$ cat config.mk
export PLATFORM = sky130hd
export DESIGN_NAME = ifetch
export DESIGN_NICKNAME = d
export VERILOG_FILES = /design/src/rtl/ifetch.sv
export SDC_FILE = /design/constraint.sdc
export NUM_CORES = 1
export LEC_CHECK = 0
export ABC_AREA = 1
export CAP_MARGIN = 0
export CORE_MARGIN = 2
export CORE_UTILIZATION = 47
export DETAILED_ROUTE_END_ITERATION = 12
export GPL_TIMING_DRIVEN = 0
export MAX_ROUTING_LAYER = met4
export PLACE_DENSITY = 0.8
export RECOVER_POWER = 25
export SLEW_MARGIN = 40
export SYNTH_ARGS = -nofsm -noshare
export SYNTH_HDL_FRONTEND = slang
export SYNTH_SLANG_ARGS = --single-unit
$ cat constraint.sdc
create_clock -name clk -period 5.81 [get_ports clk]
set_input_delay 1.162 -clock clk [delete_from_list [all_inputs] [get_ports clk]]
set_output_delay 1.162 -clock clk [all_outputs]
set_load 0.02 [all_outputs]
$ cat src/rtl/ifetch.sv
// Instruction fetch stage: owns the program counter, addresses instruction memory
// and fills the IF/ID register with the fetched word, its PC, a fault flag and a valid bit.
module ifetch #(
    parameter logic [31:0] RESET_PC  = 32'h0000_0000,
    parameter logic [31:0] NOP_INSTR = 32'h0000_0013
) (
    input  logic        clk,
    input  logic        rst,
    input  logic        stall_in_if,
    input  logic        redirect_in_if,
    input  logic [31:0] redirect_pc_in_if,
    input  logic        halt_in_if,
    output logic [31:0] imem_addr_out_if,
    input  logic [31:0] imem_data_in_if,
    output logic [31:0] instr_out_if,
    output logic [31:0] pc_out_if,
    output logic        halt_out_if,
    output logic        valid_out_if,
    output logic [31:0] fetch_count_out_if
);

    typedef enum logic {
        RUN,
        HALTED
    } fsmState_t;

    fsmState_t   state_q, state_d;
    logic [31:0] pc_q, pc_d;
    logic [31:0] instr_q, instr_d;
    logic [31:0] ifPc_q, ifPc_d;
    logic        halt_q, halt_d;
    logic        valid_q, valid_d;
    logic [31:0] count_q, count_d;
    logic        misaligned;

    // A redirect may leave a misaligned PC; the fault is only detected when fetching from it.
    assign misaligned = (pc_q[1:0] != 2'b00);

    always_comb begin
        state_d = state_q;
        pc_d    = pc_q;
        instr_d = instr_q;
        ifPc_d  = ifPc_q;
        halt_d  = halt_q;
        valid_d = valid_q;
        count_d = count_q;
        case (state_q)
            RUN: begin
                if (halt_in_if) begin
                    state_d = HALTED;
                    instr_d = NOP_INSTR;
                    ifPc_d  = pc_q;
                    halt_d  = 1'b0;
                    valid_d = 1'b0;
                end else if (redirect_in_if) begin
                    pc_d    = redirect_pc_in_if;
                    instr_d = NOP_INSTR;
                    ifPc_d  = pc_q;
                    halt_d  = 1'b0;
                    valid_d = 1'b0;
                end else if (misaligned) begin
                    state_d = HALTED;
                    instr_d = NOP_INSTR;
                    ifPc_d  = pc_q;
                    halt_d  = 1'b1;
                    valid_d = 1'b0;
                end else if (!stall_in_if) begin
                    pc_d    = pc_q + 32'd4;
                    instr_d = imem_data_in_if;
                    ifPc_d  = pc_q;
                    halt_d  = 1'b0;
                    valid_d = 1'b1;
                    count_d = count_q + 32'd1;
                end
            end
            HALTED: begin
            end
            default: begin
                state_d = RUN;
            end
        endcase
    end

    always_ff @(posedge clk or posedge rst) begin
        if (rst) begin
            state_q <= RUN;
            pc_q    <= RESET_PC;
            instr_q <= NOP_INSTR;
            ifPc_q  <= RESET_PC;
            halt_q  <= 1'b0;
            valid_q <= 1'b0;
            count_q <= 32'd0;
        end else begin
            state_q <= state_d;
            pc_q    <= pc_d;
            instr_q <= instr_d;
            ifPc_q  <= ifPc_d;
            halt_q  <= halt_d;
            valid_q <= valid_d;
            count_q <= count_d;
        end
    end

    assign imem_addr_out_if   = pc_q;
    assign instr_out_if       = instr_q;
    assign pc_out_if          = ifPc_q;
    assign halt_out_if        = halt_q;
    assign valid_out_if       = valid_q;
    assign fetch_count_out_if = count_q;

endmodule

## After elaboration in Yosys (flattened, before gate mapping)

Cells that the tools add are included.

| word-level totals | value |
|---|---|
| register bits after elaboration | 131 |
| bits in latches | 0 |
| memory bits (writable) | 0 |
| memory bits (read-only) | 0 |
| output and inout bits | 130 |
| logic and storage cells | 44 |
| memories | 0 |

| operators by class | value |
|---|---|
| add/sub/neg operators | 2 |
| multiply operators | 0 |
| div/mod/pow operators | 0 |
| order comparisons | 0 |
| equality and inequality tests | 3 |
| shift operators | 0 |
| muxes and demuxes | 23 |
| bitwise logic cells | 5 |
| reduce and logical (&&, ||, !) cells | 4 |

Operator list:

| cell | number |
|---|---|
| two-way mux 32 bit | 11 |
| adder 32 x 1 -> 32 bit, second input constant | 1 |
| adder 32 x 3 -> 32 bit, second input constant | 1 |
| two-way mux 1 bit | 12 |
| NOT 1 bit | 5 |
| AND reduction 5 bit | 1 |
| != test 4 x 1 -> 1 bit, second input constant | 1 |
| AND reduction 4 bit | 1 |
| != test 2 x 1 -> 1 bit, second input constant | 1 |
| != test 2 bit, second input constant | 1 |
| AND reduction 2 bit | 1 |
| nonzero test 2 bit | 1 |

## Logic depth before layout (Yosys ltp)

| depth | value |
|---|---|
| depth in word-level cells | 5 |
| depth in mapped cells | 10 |
| gate-level depth less buffers | 10 |

## Worst setup path before layout

Ideal clock, no wire load.

| path | value |
|---|---|
| path type | input -> register |
| start | input stall_in_if |
| end | register count_q[9], in the netlist fetch_count_out_if[9] |
| library setup time | 0.130 ns |
| data arrival time | 1.985 ns |
| required time | 5.680 ns |
| setup slack | 3.694 ns |
| cell stages on the path | 7 |
| path buffers | 0 |
| path through | nor2_2 nand3_4 inv_2 nand2_1 nor2_2 nand2_1 xnor2_1 |

| on the way | value |
|---|---|
| cells in the longest elaborated chain, start to end | 2 |

Ends and longest elaborated chain:

| item | RTL line | text |
|---|---|---|
| start: declaration | 9 | `input logic stall_in_if,` |
| NOT 1 bit (no line) | - |  |
| AND reduction 5 bit (no line) | - |  |
| end signal: assignment | 100 | `count_q <= count_d;` |
| end: declaration | 33 | `logic [31:0] count_q, count_d;` |

No other way between the ends.
A chain may end at the register's enable or synchronous reset.

==> flow_summary.toml <==
[placed_design]
hpwl_mm = 14.3
place_inst = 1208
place_congestion = 0.915
numPortBuffers = 198
dpl_cell_area_mm2 = 0.00879

[cts]
root_buffer = "clkbuf_16"
h-tree-depth = 4
clkTransAtPathRegs_ns = 0.06
postCtsSetupRepairBufs = 0
cts-hold-fix-buffers = 0
clock_path_buffers = 2
cts.sinks = 131
cts_buffers = 17
clock_latency_ns = 0.43
cts_resized = 0
cts_tree = "built"

[final_layout]
finalInstanceArea_mm2 = 0.00943
n_antenna_cell = 0
syn_to_final_growth_pct = 44.0
nNetsFinal = 1118
fin_cells = 1240
utilization = 0.687
drive_above_1_share = 0.0764

[drt]
drc_errors = 0
drt-wirelength-per-cell_um = 15.9
totalWireLength_mm = 19.7
vias = 6516
via_per_inst = 5.25
ant_nets = 0
drtPass1Iterations = 5
drt_iter0_drc = 578

[power]
p_switching_mw = 0.740
leakagePower_nw = 4.37
p_sw_frac = 0.274
pwr-share-clk = 0.430
seqPwrFrac = 0.393
p_int_mw = 1.96
power_density_mw_per_mm2 = 287
pwr-share-comb = 0.177
ir_drop_mv = 0.230

[synth]
netlist_top_cells_count = "nand2_1 (279), dfrtp_1 (128), nor2_1 (100)"
syn-num-nets = 900
seq_area_frac_synth = 0.501
netlist_area_mm2 = 0.00655
synth-edff-count = 0
synthMostInstantiatedCell = "nand2_1"
synth.avg_cell_area_um2 = 7.90
synth_cell_types = 34
synth_largest_area_cell = "dfrtp_1"
synth-seq-cells = 131
yosys_warnings = 0
synthArstFlopShare = 1.00
synth-main-ff-cell = "dfrtp_1"
synth_top_area_frac = 0.489
ys_top_cells_by_area = "dfrtp_1 (49%), nand2_1 (16%), nor2_1 (5.7%)"
synthCells = 829

[run_status]
status = "finished with violations"
violations = "capacitance limit, slew limit"

[global_routing]
antenna_found_initial = 0
grt_max_degree = 80
grtUsageTotal = 0.278
gr-total-overflow = 0
grt_pass1_vias = 6021
grt_pass1_wl_mm = 30.6

[min_path]
min-delay-start = "pc_out_if[31]"
hold_class = "reg -> reg"
min_path_cells = 2
whs_endpoint = "pc_out_if[31]"

[sta]
drv_slew = 53
clock_skew_ns = 0.00780
grt_setup_unrepaired = "no"
fin_crit_ns = 2.97
tns_ns = 0
max_freq_mhz = 336
slew_headroom = -0.565
worst_pin_slew_ns = 2.33
final_hold_viol_count = 0
fin_crit_sh = 0.512
finalSetupViolations = 0

[critical_path]
r2r_setup_slack_ns = 3.93
rr_worst_depth = 10
cp_max_fo = 79
worstSetupStartpointType = "primary input"
worstPathArrival_ns = 3.53
crit_required_ns = 6.37
critical_path_class = "in -> async"
end_kind = "async pin"
r2r_start = "imem_addr_out_if[3]"
r2r_end = "imem_addr_out_if[30]"

[die]
rows = 43
die_h_um = 122
die_w_um = 122
start_util = 0.477
ioPinCount = 199
die-area_mm2 = 0.0149
core_mm2 = 0.0137

[job]
cap_violations = 1
==> kinds of logic after synthesis <==
logic type,synth area share
buffers and inverters,0.0674
AND/OR/NAND/NOR,0.302
XOR/XNOR,0.0187
multiplexers,0.00344
AO/OA/AOI/OAI,0.104
adder cells (fa/ha/maj),0.00382
flip-flops,0.501
==> worst max path at each step <==
stage	from	slack [ns]	end
after floorplan	rst	1.16	fetch_count_out_if[0]
after global placement	rst	-0.66	fetch_count_out_if[26]
after detailed placement	redirect_in_if	2.85	pc_out_if[10]
after CTS	instr_out_if[0]	3.07	instr_out_if[0]
after global routing	rst	2.51	imem_addr_out_if[7]
final	rst	2.84	imem_addr_out_if[7]
==> cell usage in the layout (no fill, tap or decap), types with 2 or more instances in the layout <==
cell / Yosys / routed
mux2_2: 2 / 2
nor2_1: 100 / 100
inv_2: 3 / 3
dfrtp_1: 128 / 128
a22o_1: 29 / 29
clkbuf_16: 0 / 17
nor3_1: 5 / 5
o21ai_0: 44 / 44
clkinv_4: 0 / 3
buf_2: 17 / 17
nand2_1: 279 / 279
nand3_4: 2 / 2
xor2_1: 6 / 6
ha_1: 2 / 2
clkbuf_1: 5 / 5
clkbuf_8: 0 / 3
bufinv_16: 0 / 4
clkinvlp_4: 0 / 3
nand2_2: 2 / 2
clkinv_2: 0 / 2
inv_1: 72 / 71
o22a_1: 3 / 3
nand3_1: 50 / 50
a21oi_1: 22 / 22
buf_6: 3 / 3
nor2_4: 2 / 2
dfstp_2: 3 / 3
xnor2_1: 8 / 8
buf_4: 3 / 3
nand3b_1: 8 / 8
nor2_2: 8 / 8
nand4_1: 13 / 13
clkdlybuf4s50_1: 0 / 196
dlygate4sd3_1: 0 / 2
o21ai_1: 3 / 3
==> critical path, stage by stage <==
cell and delay [ns]:
dlygate4sd3_1 0.54, clkinvlp_2 1.33, buf_16 0.41
==> metrics by stage <==
stage | worst slack, ns | power (mW) | hold slack, ns
floorplan | 1.16 | 1.29 | 0.536
global placement | -0.657 | 1.55 | 0.455
detailed placement | 2.85 | 1.56 | 0.463
CTS | 3.07 | 2.71 | 0.477
global route | 2.51 | 2.81 | 0.504
finish | 2.84 | 2.70 | 0.478
==> power by group through the flow <==
stage	clock [mW]	combinational [mW]	sequential [mW]
after floorplan	0	0.134	1.15
after global placement	0	0.472	1.07
after detailed placement	0	0.480	1.08
after CTS	1.17	0.484	1.06
after global routing	1.22	0.517	1.07
final	1.16	0.479	1.06
==> registers in the layout, indices dropped and copies added (netlist names) <==
name,cells
state_q,1
pc_out_if,32
valid_out_if,1
fetch_count_out_if,32
instr_out_if,32
imem_addr_out_if,32
halt_out_if,1
==> layer usage <==
layer	global-route usage	vias up	wire length, um
li1	-	3111	-
met3	0.0510	47	1500
met1	0.347	3065	8270
met4	0.107	0	475
met2	0.452	293	9460
met5	-	-	0
==> final cells by class <==
| cell class | instances | area, um2 |
|---|---|---|
| timing repair buffer | 199 | 2010 |
| clock inverter | 12 | 179 |
| sequential | 131 | 3280 |
| buffer | 28 | 160 |
| inverter | 75 | 283 |
| clock buffer | 20 | 467 |
| multi-input combinational | 595 | 2830 |
| tap | 180 | 225 |
| fill | 1127 | 4290 |
No activity file was read; power rests on OpenSTA's default activity.
